$ cat src/rtl/hazard_pkg.sv
// Shared types for the pipeline hazard controller: FSM state encoding and
// operand-forwarding select codes.
package hazard_pkg;

    typedef enum logic [2:0] {
        RUN      = 3'd0,
        MEM_WAIT = 3'd1,
        FLUSH    = 3'd2,
        HALTED   = 3'd3
    } hz_state_t;

    typedef enum logic [1:0] {
        FWD_NONE  = 2'b00,
        FWD_EXMEM = 2'b01,
        FWD_MEMWB = 2'b10
    } fwd_sel_t;

    // EX/MEM result is newer than MEM/WB, so it wins when both match.
    function automatic fwd_sel_t fwd_pick(input logic exmem_hit, input logic memwb_hit);
        if (exmem_hit) begin
            return FWD_EXMEM;
        end else if (memwb_hit) begin
            return FWD_MEMWB;
        end
        return FWD_NONE;
    endfunction

endpackage

$ cat src/rtl/forward_unit.sv
// Combinational EX-stage operand forwarding selects for the two ID/EX sources.
module forward_unit
    import hazard_pkg::*;
#(
    parameter int unsigned REG_AW = 5
) (
    input  logic              exmem_wen,
    input  logic [REG_AW-1:0] exmem_rd,
    input  logic              memwb_wen,
    input  logic [REG_AW-1:0] memwb_rd,
    input  logic [REG_AW-1:0] idex_rs,
    input  logic [REG_AW-1:0] idex_rt,
    output fwd_sel_t          fwd_a,
    output fwd_sel_t          fwd_b
);

    logic exmem_live;
    logic memwb_live;

    always_comb begin
        exmem_live = exmem_wen && (exmem_rd != '0);
        memwb_live = memwb_wen && (memwb_rd != '0);
        fwd_a = fwd_pick(exmem_live && (exmem_rd == idex_rs), memwb_live && (memwb_rd == idex_rs));
        fwd_b = fwd_pick(exmem_live && (exmem_rd == idex_rt), memwb_live && (memwb_rd == idex_rt));
    end

endmodule

$ cat src/rtl/hazard_ctrl_unit.sv
// Pipeline hazard/stall controller: load-use and RAW stalls, branch squash with
// pending flush, memory-wait freeze, sticky halt and a saturating stall counter.
module hazard_ctrl_unit
    import hazard_pkg::*;
#(
    parameter int unsigned REG_AW   = 5,
    parameter bit          FWD_EN   = 1'b1,
    parameter int unsigned STALL_CW = 16
) (
    input  logic                CLK,
    input  logic                nRST,
    input  logic                ihit,
    input  logic                dhit,
    input  logic                exmem_dreq,
    input  logic                idex_dREN,
    input  logic                idex_wen,
    input  logic [REG_AW-1:0]   idex_rd,
    input  logic [REG_AW-1:0]   idex_rs,
    input  logic [REG_AW-1:0]   idex_rt,
    input  logic [REG_AW-1:0]   ifid_rs,
    input  logic [REG_AW-1:0]   ifid_rt,
    input  logic                ifid_uses_rt,
    input  logic                exmem_wen,
    input  logic [REG_AW-1:0]   exmem_rd,
    input  logic                memwb_wen,
    input  logic [REG_AW-1:0]   memwb_rd,
    input  logic                branch_taken,
    input  logic                memwb_halt,
    output logic                pc_enable,
    output logic                ifid_enable,
    output logic                idex_enable,
    output logic                exmem_enable,
    output logic                memwb_enable,
    output logic                ifid_flush,
    output logic                idex_flush,
    output logic                exmem_flush,
    output logic                memwb_flush,
    output logic [1:0]          fwd_a,
    output logic [1:0]          fwd_b,
    output logic [2:0]          hz_state,
    output logic [STALL_CW-1:0] stall_cycles
);

    hz_state_t             state_q, state_d;
    logic                  pend_q, pend_d;
    logic [STALL_CW-1:0]   stall_q;
    fwd_sel_t              fu_a, fu_b;
    logic                  load_hz, raw_hz, ex_en;

    forward_unit #(
        .REG_AW (REG_AW)
    ) u_forward_unit (
        .exmem_wen (exmem_wen),
        .exmem_rd  (exmem_rd),
        .memwb_wen (memwb_wen),
        .memwb_rd  (memwb_rd),
        .idex_rs   (idex_rs),
        .idex_rt   (idex_rt),
        .fwd_a     (fu_a),
        .fwd_b     (fu_b)
    );

    function automatic logic src_hit(input logic [REG_AW-1:0] rd);
        return (rd != '0) && ((ifid_rs == rd) || (ifid_uses_rt && (ifid_rt == rd)));
    endfunction

    always_comb begin
        load_hz = idex_dREN && src_hit(idex_rd);
        raw_hz  = !FWD_EN && ((idex_wen && src_hit(idex_rd)) || (exmem_wen && src_hit(exmem_rd)));
        ex_en   = ihit || dhit;

        state_d      = state_q;
        pend_d       = pend_q;
        pc_enable    = 1'b0;
        ifid_enable  = 1'b0;
        idex_enable  = 1'b0;
        exmem_enable = 1'b0;
        memwb_enable = 1'b0;
        ifid_flush   = 1'b0;
        idex_flush   = 1'b0;

        if (nRST) begin
            state_d = RUN;
            pend_d  = 1'b0;
        end else if (state_q != HALTED && memwb_halt) begin
            state_d = HALTED;
        end else begin
            unique case (state_q)
                RUN, MEM_WAIT: begin
                    if (state_q == MEM_WAIT && !dhit) begin
                        pend_d = pend_q || branch_taken;
                    end else if (exmem_dreq && !dhit) begin
                        state_d = MEM_WAIT;
                        pend_d  = pend_q || branch_taken;
                    end else if (branch_taken || pend_q) begin
                        state_d = RUN;
                        if (ihit) begin
                            pc_enable    = 1'b1;
                            ifid_enable  = 1'b1;
                            idex_enable  = 1'b1;
                            exmem_enable = 1'b1;
                            memwb_enable = 1'b1;
                            ifid_flush   = 1'b1;
                            idex_flush   = 1'b1;
                            pend_d       = 1'b0;
                        end else begin
                            // Redirect target is latched now; wait for the fetch in FLUSH.
                            state_d    = FLUSH;
                            pc_enable  = 1'b1;
                            ifid_flush = 1'b1;
                        end
                    end else if (load_hz || raw_hz) begin
                        state_d      = RUN;
                        idex_flush   = 1'b1;
                        idex_enable  = ex_en;
                        exmem_enable = ex_en;
                        memwb_enable = ex_en;
                    end else begin
                        state_d      = RUN;
                        pc_enable    = ihit;
                        ifid_enable  = ihit;
                        idex_enable  = ex_en;
                        exmem_enable = ex_en;
                        memwb_enable = ex_en;
                        ifid_flush   = dhit && !ihit;
                    end
                end
                FLUSH: begin
                    ifid_flush   = 1'b1;
                    idex_enable  = ex_en;
                    exmem_enable = ex_en;
                    memwb_enable = ex_en;
                    if (ihit) begin
                        idex_flush = 1'b1;
                        pend_d     = 1'b0;
                        state_d    = RUN;
                    end
                end
                HALTED: begin
                    state_d = HALTED;
                end
                default: begin
                    state_d = RUN;
                end
            endcase
        end
    end

    always_ff @(posedge CLK) begin
        if (nRST) begin
            state_q <= RUN;
            pend_q  <= 1'b0;
            stall_q <= '0;
        end else begin
            state_q <= state_d;
            pend_q  <= pend_d;
            if (!pc_enable && state_q != HALTED && stall_q != '1) begin
                stall_q <= stall_q + STALL_CW'(1);
            end
        end
    end

    always_comb begin
        fwd_a = FWD_NONE;
        fwd_b = FWD_NONE;
        if (!nRST && FWD_EN) begin
            fwd_a = fu_a;
            fwd_b = fu_b;
        end
    end

    assign exmem_flush  = 1'b0;
    assign memwb_flush  = 1'b0;
    assign hz_state     = state_q;
    assign stall_cycles = stall_q;

endmodule

$ cat config.mk
export PLATFORM = sky130hd
export DESIGN_NAME = hazard_ctrl_unit
export DESIGN_NICKNAME = d
export VERILOG_FILES = /design/src/rtl/hazard_pkg.sv /design/src/rtl/forward_unit.sv /design/src/rtl/hazard_ctrl_unit.sv
export SDC_FILE = /design/constraint.sdc
export NUM_CORES = 1
export LEC_CHECK = 0
export ABC_CLOCK_PERIOD_IN_PS = 2200
export CORE_MARGIN = 2
export CORE_UTILIZATION = 40
export CTS_BUF_LIST = sky130_fd_sc_hd__clkbuf_16
export CTS_CLUSTER_DIAMETER = 50
export DETAILED_ROUTE_END_ITERATION = 8
export PLACE_DENSITY = 0.91
export RECOVER_POWER = 25
export SKIP_CTS_REPAIR_TIMING = 1
export SLEW_MARGIN = 40
export SYNTH_ARGS = -nofsm -noshare
export SYNTH_HDL_FRONTEND = slang
export SYNTH_HIERARCHICAL = 1
export SYNTH_SLANG_ARGS = --single-unit
$ cat constraint.sdc
create_clock -name CLK -period 2.2 [get_ports CLK]
set_input_delay 0.44 -clock CLK [delete_from_list [all_inputs] [get_ports CLK]]
set_output_delay 0.44 -clock CLK [all_outputs]
set_load 0.01 [all_outputs]
# Yosys cells after proc, flatten, opt, wreduce, memory -nomap -nowiden
# Cells that the tools add are included.
# W data, S select, Z words.
[word_totals]
ff_bits = 20
latchBits = 0
ramBits = 0
romBits = 0
inputBits = 47
word_cells = 111
memories = 0
[op_classes]
add_sub_neg = 1
mul = 0
div = 0
order_cmp = 0
n_eq_ne = 16
shift = 0
n_mux = 58
bitwise = 1
n_reduce_logical = 31
[ops]
columns = ["op", "count"]
rows = [
  ["$mux W1", 39],
  ["$eq A5 B5 Y1", 6],
  ["$mux W2", 10],
  ["$add A16 B1 Y16 const B", 1],
  ["$ne A16 B16 Y1 const B", 1],
  ["$logic_and A1 B1 Y1", 15],
  ["$reduce_bool A5 Y1", 3],
  ["$mux W3", 4],
  ["$pmux W3 S3", 1],
  ["$pmux W1 S2", 4],
  ["$eq A3 B2 Y1 const B", 2],
  ["$ne A3 B3 Y1 const B", 2],
  ["$ne A2 B2 Y1 const B", 2],
  ["$ne A4 B4 Y1 const B", 1],
  ["$reduce_and A2 Y1", 2],
  ["$reduce_or A2 Y1", 2],
  ["$eq A3 B1 Y1 const B", 1],
  ["$logic_not A1 Y1", 3],
  ["$logic_not A3 Y1", 1],
  ["$logic_or A1 B1 Y1", 3],
  ["$ne A3 B2 Y1 const B", 1],
  ["$reduce_and A3 Y1", 1],
  ["$reduce_bool A2 Y1", 1],
  ["$not A1 Y1", 1],
]

# Depth between registers and ports, before layout
# Gate-level depths: netlist of run 1.
[logic_depth]
word_depth = 15
mapped_depth = 8
mapped_depth_nobuf = 7

# By module
# Netlist of run 1, hierarchy kept.
[by_module_without_submodules]
columns = ["module", "instances", "cells_each", "area_per_inst_um2", "seq_area_each_um2"]
rows = [
  ["hazard_ctrl_unit", 1, 167, 1291.2, 380.4],
  ["forward_unit", 1, 34, 257.7, 0.0],
]

# Least setup slack after synthesis of run 1
# OpenSTA, ideal clock, no wires.
[synth_timing]
kind = "input -> output"
start = "input port idex_rd[1]"
end = "output port ifid_enable"
t_arrival_ps = 1739
setup_slack_ps = 21
cell_stages = 4
path_buffers = 0
cell_sequence = "or4_1 o21ai_0 o31a_1 nor2b_1"
[synth_via]
elab_chain_len = 12
elab_cells_between_ends = 14
cone_classes = "2 x eq/ne; 7 x mux; 5 x reduce/logical"
[synth_rtl]
columns = ["item", "line_no", "rtl"]
rows = [
  ["from (decl)", "hazard_ctrl_unit.sv:17", "input logic [REG_AW-1:0] idex_rd,"],
  ["$eq A5 B5 Y1", "hazard_ctrl_unit.sv:64", "return (rd != '0) && ((ifid_rs == rd) || (ifid_uses_rt && (ifid_rt == rd)));"],
  ["$logic_and A1 B1 Y1", "hazard_ctrl_unit.sv:64", ""],
  ["$logic_or A1 B1 Y1", "hazard_ctrl_unit.sv:64", ""],
  ["$logic_and A1 B1 Y1 (*)", "hazard_ctrl_unit.sv:64", ""],
  ["$logic_and A1 B1 Y1 (*)", "hazard_ctrl_unit.sv:68", "load_hz = idex_dREN && src_hit(idex_rd);"],
  ["$mux W1 (*)", "hazard_ctrl_unit.sv:112", "end else if (load_hz || raw_hz) begin"],
  ["$mux W1 (*)", "hazard_ctrl_unit.sv:95", "end else if (branch_taken || pend_q) begin"],
  ["$mux W1 (*)", "hazard_ctrl_unit.sv:92", "end else if (exmem_dreq && !dhit) begin"],
  ["$mux W1 (*)", "hazard_ctrl_unit.sv:90", "if (state_q == MEM_WAIT && !dhit) begin"],
  ["$mux W1 (*)", "hazard_ctrl_unit.sv:88", "unique case (state_q)"],
  ["$mux W1 (*)", "hazard_ctrl_unit.sv:85", "end else if (state_q != HALTED && memwb_halt) begin"],
  ["$mux W1 (*)", "hazard_ctrl_unit.sv:82", "if (nRST) begin"],
  ["to (decl)", "hazard_ctrl_unit.sv:30", "output logic ifid_enable,"],
]
# Every way passes the cells marked *; elsewhere a longest branch is shown, timed or not.

# Final worst setup path of run 1
[layout_timing]
start = "input port ifid_rs[0]"
end = "output port ifid_enable"
[layout_via]
elab_chain_len = 11
[layout_rtl]
columns = ["item", "line_no", "rtl"]
rows = [
  ["from (decl)", "hazard_ctrl_unit.sv:20", "input logic [REG_AW-1:0] ifid_rs,"],
  ["$eq A5 B5 Y1", "hazard_ctrl_unit.sv:64", ""],
  ["$logic_or A1 B1 Y1", "hazard_ctrl_unit.sv:64", ""],
  ["$logic_and A1 B1 Y1", "hazard_ctrl_unit.sv:64", ""],
  ["$logic_and A1 B1 Y1", "hazard_ctrl_unit.sv:68", ""],
  ["$mux W1", "hazard_ctrl_unit.sv:112", ""],
  ["$mux W1", "hazard_ctrl_unit.sv:95", ""],
  ["$mux W1", "hazard_ctrl_unit.sv:92", ""],
  ["$mux W1", "hazard_ctrl_unit.sv:90", ""],
  ["$mux W1", "hazard_ctrl_unit.sv:88", ""],
  ["$mux W1", "hazard_ctrl_unit.sv:85", ""],
  ["$mux W1", "hazard_ctrl_unit.sv:82", ""],
]
# Every way passes these cells.

==> flow_metrics.env, run 1 <==
export IMPL_async_flop_share=0
export IMPL_antenna_found_initial=0
export IMPL_overflow=0
export IMPL_yosys_most_used_dff="dfxtp_1"
export IMPL_die_area_mm2=0.00439
export IMPL_place_inst=352
export IMPL_hold_depth=2
export IMPL_drive_above_1_share=0.315
export IMPL_skew_ns=0.00849
export IMPL_critPathBufInv=3
export IMPL_final_cells=362
export IMPL_period_needed_ns=2.53
export IMPL_antenna_cells=0
export IMPL_r2r_start="stall_cycles[9]$_SDFFE_PP0P_"
export IMPL_postSynthAreaPerCell_um2=7.71
export IMPL_violations="negative setup slack"
export IMPL_r2r_cells=7
export IMPL_ir_drop_v=0.000250
export IMPL_grt_max_degree=26
export IMPL_preCtsSetupSlack_ns=-0.914
export IMPL_cts_buffer_depth=2
export IMPL_drt_iter0_drc=91
export IMPL_place_congestion=0.884
export IMPL_holdCritStartpoint="stall_cycles[5]$_SDFFE_PP0P_"
export IMPL_track_usage=0.239
export IMPL_ys_types=41
export IMPL_core_area_mm2=0.00369
export IMPL_io_pins=79
export IMPL_combPwrFrac=0.352
export IMPL_synth_edf_count=0
export IMPL_cp_slowest_stage_delay_ns=0.47
export IMPL_clk_pin_slew_worst_paths_ns=0.06
export IMPL_r2r_end="stall_cycles[10]$_SDFFE_PP0P_"
export IMPL_cp_max_fo=4
export IMPL_cp_start_kind="input port"
export IMPL_die_h_um=66.2
export IMPL_path_cells="clkdlybuf4s50_1 -> xor2_1 -> nor3_2 -> a32oi_2 -> buf_4 -> o31a_1 -> nor2b_1 -> buf_2"
export IMPL_ys_seq_elements=19
export IMPL_routed_wl_mm=5.82
export IMPL_drt_pass1_iterations=4
export IMPL_swShare=0.288
export IMPL_arrival_ns=2.09
export IMPL_intPower_uw=824
export IMPL_cts_tree="done"
export IMPL_final_max_slew_viol_count=0
export IMPL_worstSkewPairLatency_ns=0.26
export IMPL_drc=0
export IMPL_cts_root_buf="clkbuf_16"
export IMPL_rows=22
export IMPL_netlist_instances=201
export IMPL_yosysSeqAreaShare=0.246
export IMPL_initial_core_util=0.420
export IMPL_worstSetupPathType="input port to primary output"
export IMPL_cts_sinks=19
export IMPL_htreeDepth=1
export IMPL_end_kind="primary output"
export IMPL_synthesis_area_mm2=0.00155
export IMPL_worst_slack_ns=-0.326
export IMPL_fmaxAchievable_ghz=0.396
export IMPL_finalHoldViolCount=0
export IMPL_cp_required_ns=1.76
export IMPL_min_to="stall_cycles[5]$_SDFFE_PP0P_"
export IMPL_leakage_nw=1.34
export IMPL_path_delay_family="buffers and inverters"
export IMPL_holdWs_ns=0.542
export IMPL_vias=2014
export IMPL_nets=363
export IMPL_grt_pass1_vias=1876
export IMPL_drt_wirelength_per_cell_um=16.1
export IMPL_avgViaCountPerCell=5.56
export IMPL_finalSetupViolCount=15
export IMPL_seqPwrFrac=0.318
export IMPL_critPathSlowestCell="clkdlybuf4s50_1"
export IMPL_final_core_util=0.790
export IMPL_grt_setup_unrepaired="yes"
export IMPL_p_per_area_mw_per_mm2=397
export IMPL_ant_nets=0
export IMPL_area_delta_synth_final_pct=88.2
export IMPL_grt_pass1_wl_mm=8.27
export IMPL_portBuffers=74
export IMPL_die_x_um=66.2
export IMPL_numCtsBuffers=3
export IMPL_worstHoldPathType="flop to flop"
export IMPL_switchingPower_uw=333
export IMPL_n_fill_cell=242
export IMPL_rrSetupSlack_ns=0.14
export IMPL_pwr_share_clk=0.331
export IMPL_yosys_warnings=6
export IMPL_finalCritPeriodShare=1.15
export IMPL_status="finished with violations"
export IMPL_drv_cap=0
export IMPL_dp_hpwl_mm=3.97
export IMPL_finalSetupTns_ns=-1.62
## worst max-delay path by stage
stage                           start           to  slack [ns]  cells past startpoint
after CTS                 exmem_rd[0]     fwd_a[1]       -0.95                      7
after global routing       ifid_rs[3]  ifid_enable       -0.42                      8
after detailed placement  exmem_rd[0]     fwd_a[1]       -0.91                      7
final                      ifid_rs[0]  ifid_enable       -0.33                      8
after global placement    exmem_rd[0]     fwd_b[1]       -0.83                      7
after floorplan            idex_rd[1]  ifid_enable        0.02                      4
## tightest hold or removal path: stages (launching register included)
cell and delay, ns:
dfxtp_1 0.34, o31ai_1 0.10, a21oi_2 0.06
## routing by layer
metal | vias to the layer above | global-route usage | share of wire | wire length, µm
met3 | 20 | 0.0477 | 0.085 | 496
met2 | 115 | 0.459 | 0.53 | 3080
met5 | - | 0 | 0 | 0
met4 | 0 | 0.0918 | 0.041 | 236
met1 | 925 | 0.250 | 0.35 | 2010
li1 | 954 | - | - | -
## state kept, by name (all words and copies together), names as in the netlist
| signal | flops |
|---|---|
| pend_q | 1 |
| stall_cycles | 16 |
| hz_state | 2 |
## power groups by stage
stage	sequential, mW	clock [mW]	combinational, mW
after floorplan	0.383	0	0.145
after global placement	0.373	0	0.362
after detailed placement	0.375	0	0.371
after CTS	0.366	0.383	0.374
after global routing	0.369	0.401	0.439
final	0.368	0.383	0.407
## cells in the final DEF (no fill, tap or decap), drive strengths merged, types with 3 or more instances in the layout
cell | Yosys | routed
buf | 6 | 52
dlymetal6s2s | 0 | 28
clkdlybuf4s50 | 0 | 24
a21oi | 20 | 20
dfxtp | 19 | 19
xnor2 | 18 | 18
xor2 | 14 | 14
nor2 | 14 | 14
nand2 | 13 | 13
nand3 | 10 | 10
o21ai | 10 | 10
clkbuf | 5 | 9
or3 | 8 | 8
dlygate4sd3 | 0 | 7
nor2b | 7 | 7
nor4 | 6 | 6
or4 | 5 | 5
inv | 5 | 5
nand4 | 5 | 5
nor3 | 4 | 4
and4 | 3 | 3
a21o | 3 | 3
conb | 1 | 3
o21ba | 2 | 3
## kinds of logic after synthesis
logic type / after synthesis / share of synthesized area
AND/OR/NAND/NOR: 80 / 0.284
AO/OA/AOI/OAI: 49 / 0.206
XOR/XNOR: 32 / 0.181
flip-flops: 19 / 0.246
buffers and inverters: 16 / 0.0517
multiplexers: 3 / 0.0210
adder cells (fa/ha/maj): 1 / 0.00808
other: 1 / 0.00242
## final cells by class
class | count | area [µm²] | share of cell area
timing repair buffer | 117 | 1090 | 0.373
inverter | 5 | 18.8 | 0.00644
clock buffer | 3 | 75.1 | 0.0258
multi-input combinational | 169 | 1290 | 0.441
sequential | 19 | 380 | 0.130
tap | 48 | 60.1 | 0.0206
clock inverter | 1 | 7.51 | 0.00258
## synth_stat cells, types with 2 or more instances
cell type / n / share of area
or3_1: 8 / 0.032
nand2_1: 13 / 0.032
mux2_2: 2 / 0.015
nor4b_1: 2 / 0.011
o21ba_2: 2 / 0.013
nor2_1: 14 / 0.034
nand4_1: 5 / 0.020
a21oi_1: 20 / 0.065
nor4_1: 5 / 0.020
xor2_1: 14 / 0.079
o31ai_1: 2 / 0.0097
xnor2_1: 18 / 0.10
o21ai_0: 9 / 0.029
and4_1: 3 / 0.017
clkbuf_1: 5 / 0.012
buf_4: 5 / 0.024
dfxtp_1: 19 / 0.25
o31a_1: 2 / 0.011
a211oi_1: 2 / 0.0097
nor3_1: 4 / 0.013
or2_2: 2 / 0.0081
a21o_1: 3 / 0.015
or4_1: 5 / 0.024
inv_1: 5 / 0.012
nand3_1: 10 / 0.032
nor2b_1: 7 / 0.028
## through the flow
step                instance area, µm²  power (mW)
finish                            2920        1.16
global route                      2920        1.21
CTS                               2660        1.12
detailed placement                2580       0.746
floorplan                         1560       0.528
global placement                  2580       0.735
(Power assumes the default switching activity.)
==> run 2, diff against run 1 <==
--- a/config.mk
+++ b/config.mk
@@ -11,10 +11,10 @@
 export CTS_BUF_LIST = sky130_fd_sc_hd__clkbuf_16
 export CTS_CLUSTER_DIAMETER = 50
 export DETAILED_ROUTE_END_ITERATION = 8
-export PLACE_DENSITY = 0.91
+export PLACE_DENSITY_LB_ADDON = 0.2
 export RECOVER_POWER = 25
 export SKIP_CTS_REPAIR_TIMING = 1
-export SLEW_MARGIN = 40
+export SLEW_MARGIN = 30
 export SYNTH_ARGS = -nofsm -noshare
 export SYNTH_HDL_FRONTEND = slang
 export SYNTH_HIERARCHICAL = 1
==> flow_metrics.env, run 2 (same netlist as run 1, synthesis figures left out) <==
export IMPL_status="finished with violations"
export IMPL_violations="negative setup slack"
export IMPL_drt_wirelength_per_cell_um=14.4
export IMPL_finalCritPeriodShare=1.14
export IMPL_postPlaceCellArea_mm2=0.00260
export IMPL_routed_wl_mm=5.22
export IMPL_drive_above_1_share=0.293
export IMPL_ir_drop_v=0.000273
export IMPL_stdcell_area_mm2=0.00289
export IMPL_finalSetupTns_ns=-1.58
export IMPL_period_needed_ns=2.50
export IMPL_cp_required_ns=1.76
export IMPL_die_x_um=66.2
export IMPL_overflow=0
export IMPL_grt_pass1_vias=1808
export IMPL_min_to="stall_cycles[5]$_SDFFE_PP0P_"
export IMPL_cts_root_buf="clkbuf_16"
export IMPL_io_pins=79
export IMPL_hold_depth=2
export IMPL_worstSetupPathType="input port to primary output"
export IMPL_rows=22
export IMPL_seqPwrFrac=0.319
export IMPL_r2r_cells=8
export IMPL_rrSetupSlack_ns=0.21
export IMPL_die_area_mm2=0.00439
export IMPL_worstHoldPathType="flop to flop"
export IMPL_crit_path_start="ifid_rs[2]"
export IMPL_p_per_area_mw_per_mm2=400
export IMPL_avgViaCountPerCell=5.35
export IMPL_arrival_ns=2.06
export IMPL_final_max_slew_viol_count=0
export IMPL_path_cells="clkdlybuf4s50_1 -> xor2_1 -> nor2_1 -> a32oi_2 -> buf_4 -> o31a_1 -> nor2b_1 -> clkbuf_2"
export IMPL_switchingPower_uw=325
export IMPL_holdWs_ns=0.514
export IMPL_cts_sinks=19
export IMPL_swShare=0.282
export IMPL_skew_ns=0.00311
export IMPL_drt_pass1_iterations=4
export IMPL_cp_slowest_stage_delay_ns=0.41
export IMPL_layout_commonest_cell="buf_4"
export IMPL_finalHoldViolCount=0
export IMPL_holdCritStartpoint="stall_cycles[5]$_SDFFE_PP0P_"
export IMPL_drc=0
export IMPL_place_congestion=0.814
export IMPL_die_h_um=66.2
export IMPL_largest_reg_flops=16
export IMPL_combPwrFrac=0.360
export IMPL_end_kind="primary output"
export IMPL_clk_pin_slew_worst_paths_ns=0.05
export IMPL_cts_tree="done"
export IMPL_r2r_start="stall_cycles[9]$_SDFFE_PP0P_"
export IMPL_vias=1941
export IMPL_ant_nets=0
export IMPL_htreeDepth=1
export IMPL_antenna_found_initial=1
export IMPL_critPathSlowestCell="clkdlybuf4s50_1"
export IMPL_grt_max_degree=26
export IMPL_cts_buffer_depth=2
export IMPL_area_delta_synth_final_pct=86.6
export IMPL_intPower_uw=830
export IMPL_portBuffers=74
export IMPL_worstSkewPairLatency_ns=0.25
export IMPL_leakage_nw=1.33
export IMPL_nets=363
export IMPL_cp_max_fo=3
export IMPL_pwr_share_clk=0.322
export IMPL_initial_core_util=0.420
export IMPL_grt_setup_unrepaired="yes"
export IMPL_worst_slack_ns=-0.301
export IMPL_drt_iter0_drc=102
export IMPL_grt_pass1_wl_mm=7.94
export IMPL_r2r_end="stall_cycles[4]$_SDFFE_PP0P_"
export IMPL_numCtsBuffers=3
export IMPL_track_usage=0.225
export IMPL_dp_hpwl_mm=3.75
export IMPL_finalSetupViolCount=8
export IMPL_layout_common_cells="buf_4 (39), clkdlybuf4s50_1 (27), dlymetal6s2s_1 (26), dfxtp_1 (19)"
export IMPL_cp_start_kind="input port"
export IMPL_fmaxAchievable_ghz=0.400
export IMPL_drv_cap=0
export IMPL_core_area_mm2=0.00369
## run 2: cell types whose count changed in the layout (fill, tap and decap cells not counted), sizes merged, moves of 2 or more
cell / before / now
clkdlybuf4s50: 24 / 27
clkbuf: 9 / 12
dlymetal6s2s: 28 / 26
buf: 52 / 50
## run 2: power by group through the flow
stage	combinational (mW)	sequential [mW]	clock [mW]
after global routing	0.448	0.371	0.398
after CTS	0.381	0.367	0.382
after floorplan	0.145	0.383	0
final	0.416	0.368	0.372
after global placement	0.371	0.373	0
after detailed placement	0.377	0.374	0
## run 2: critical path: cells and delay by family
family / cells / cell delay [ns]
compound gates: 2 / 0.44
xor+xnor: 1 / 0.14
buf+inv: 3 / 0.70
simple gates: 2 / 0.34
## run 2: through the flow
| step | cells | setup slack (ns) | util | power [mW] |
|---|---|---|---|---|
| floorplan | 203 | 0.0207 | - | 0.528 |
| global placement | 353 | -0.844 | 0.705 | 0.744 |
| detailed placement | 353 | -0.889 | 0.705 | 0.751 |
| CTS | 357 | -0.895 | 0.727 | 1.13 |
| global route | 363 | -0.373 | 0.784 | 1.22 |
| finish | 363 | -0.301 | 0.784 | 1.16 |
## run 2: area by class of cell
class	count	area (µm²)
clock inverters	1	5.00
multi-input cells	168	1250
fillers	259	798
flip-flops and latches	19	380
inverters	5	18.8
diodes	1	2.50
well taps	48	60.1
repair buffers	118	1100
clock buffers	3	75.1
## run 2: how the worst max path moves through the flow
stage / endpoint / slack (ns) / depth (start not counted)
floorplan: ifid_enable / 0.02 / 4
global placement: idex_flush / -0.84 / 9
detailed placement: ifid_enable / -0.89 / 6
CTS: ifid_enable / -0.89 / 6
global route: ifid_enable / -0.37 / 9
finish: ifid_enable / -0.30 / 8
## run 2: layer usage
metal / global-route usage / vias to the layer above / wire, µm
li1: - / 960 / -
met1: 0.278 / 912 / 2210
met2: 0.404 / 59 / 2640
met3: 0.0290 / 10 / 273
met4: 0.0663 / 0 / 98
met5: 0 / - / 0
==> run 3, diff against run 2 <==
--- a/config.mk
+++ b/config.mk
@@ -6,6 +6,7 @@
 export NUM_CORES = 1
 export LEC_CHECK = 0
 export ABC_CLOCK_PERIOD_IN_PS = 2200
+export CAP_MARGIN = 10
 export CORE_MARGIN = 2
 export CORE_UTILIZATION = 40
 export CTS_BUF_LIST = sky130_fd_sc_hd__clkbuf_16
==> results of run 3 <==
The final DEF is identical to that of run 2; final timing and power are the same.
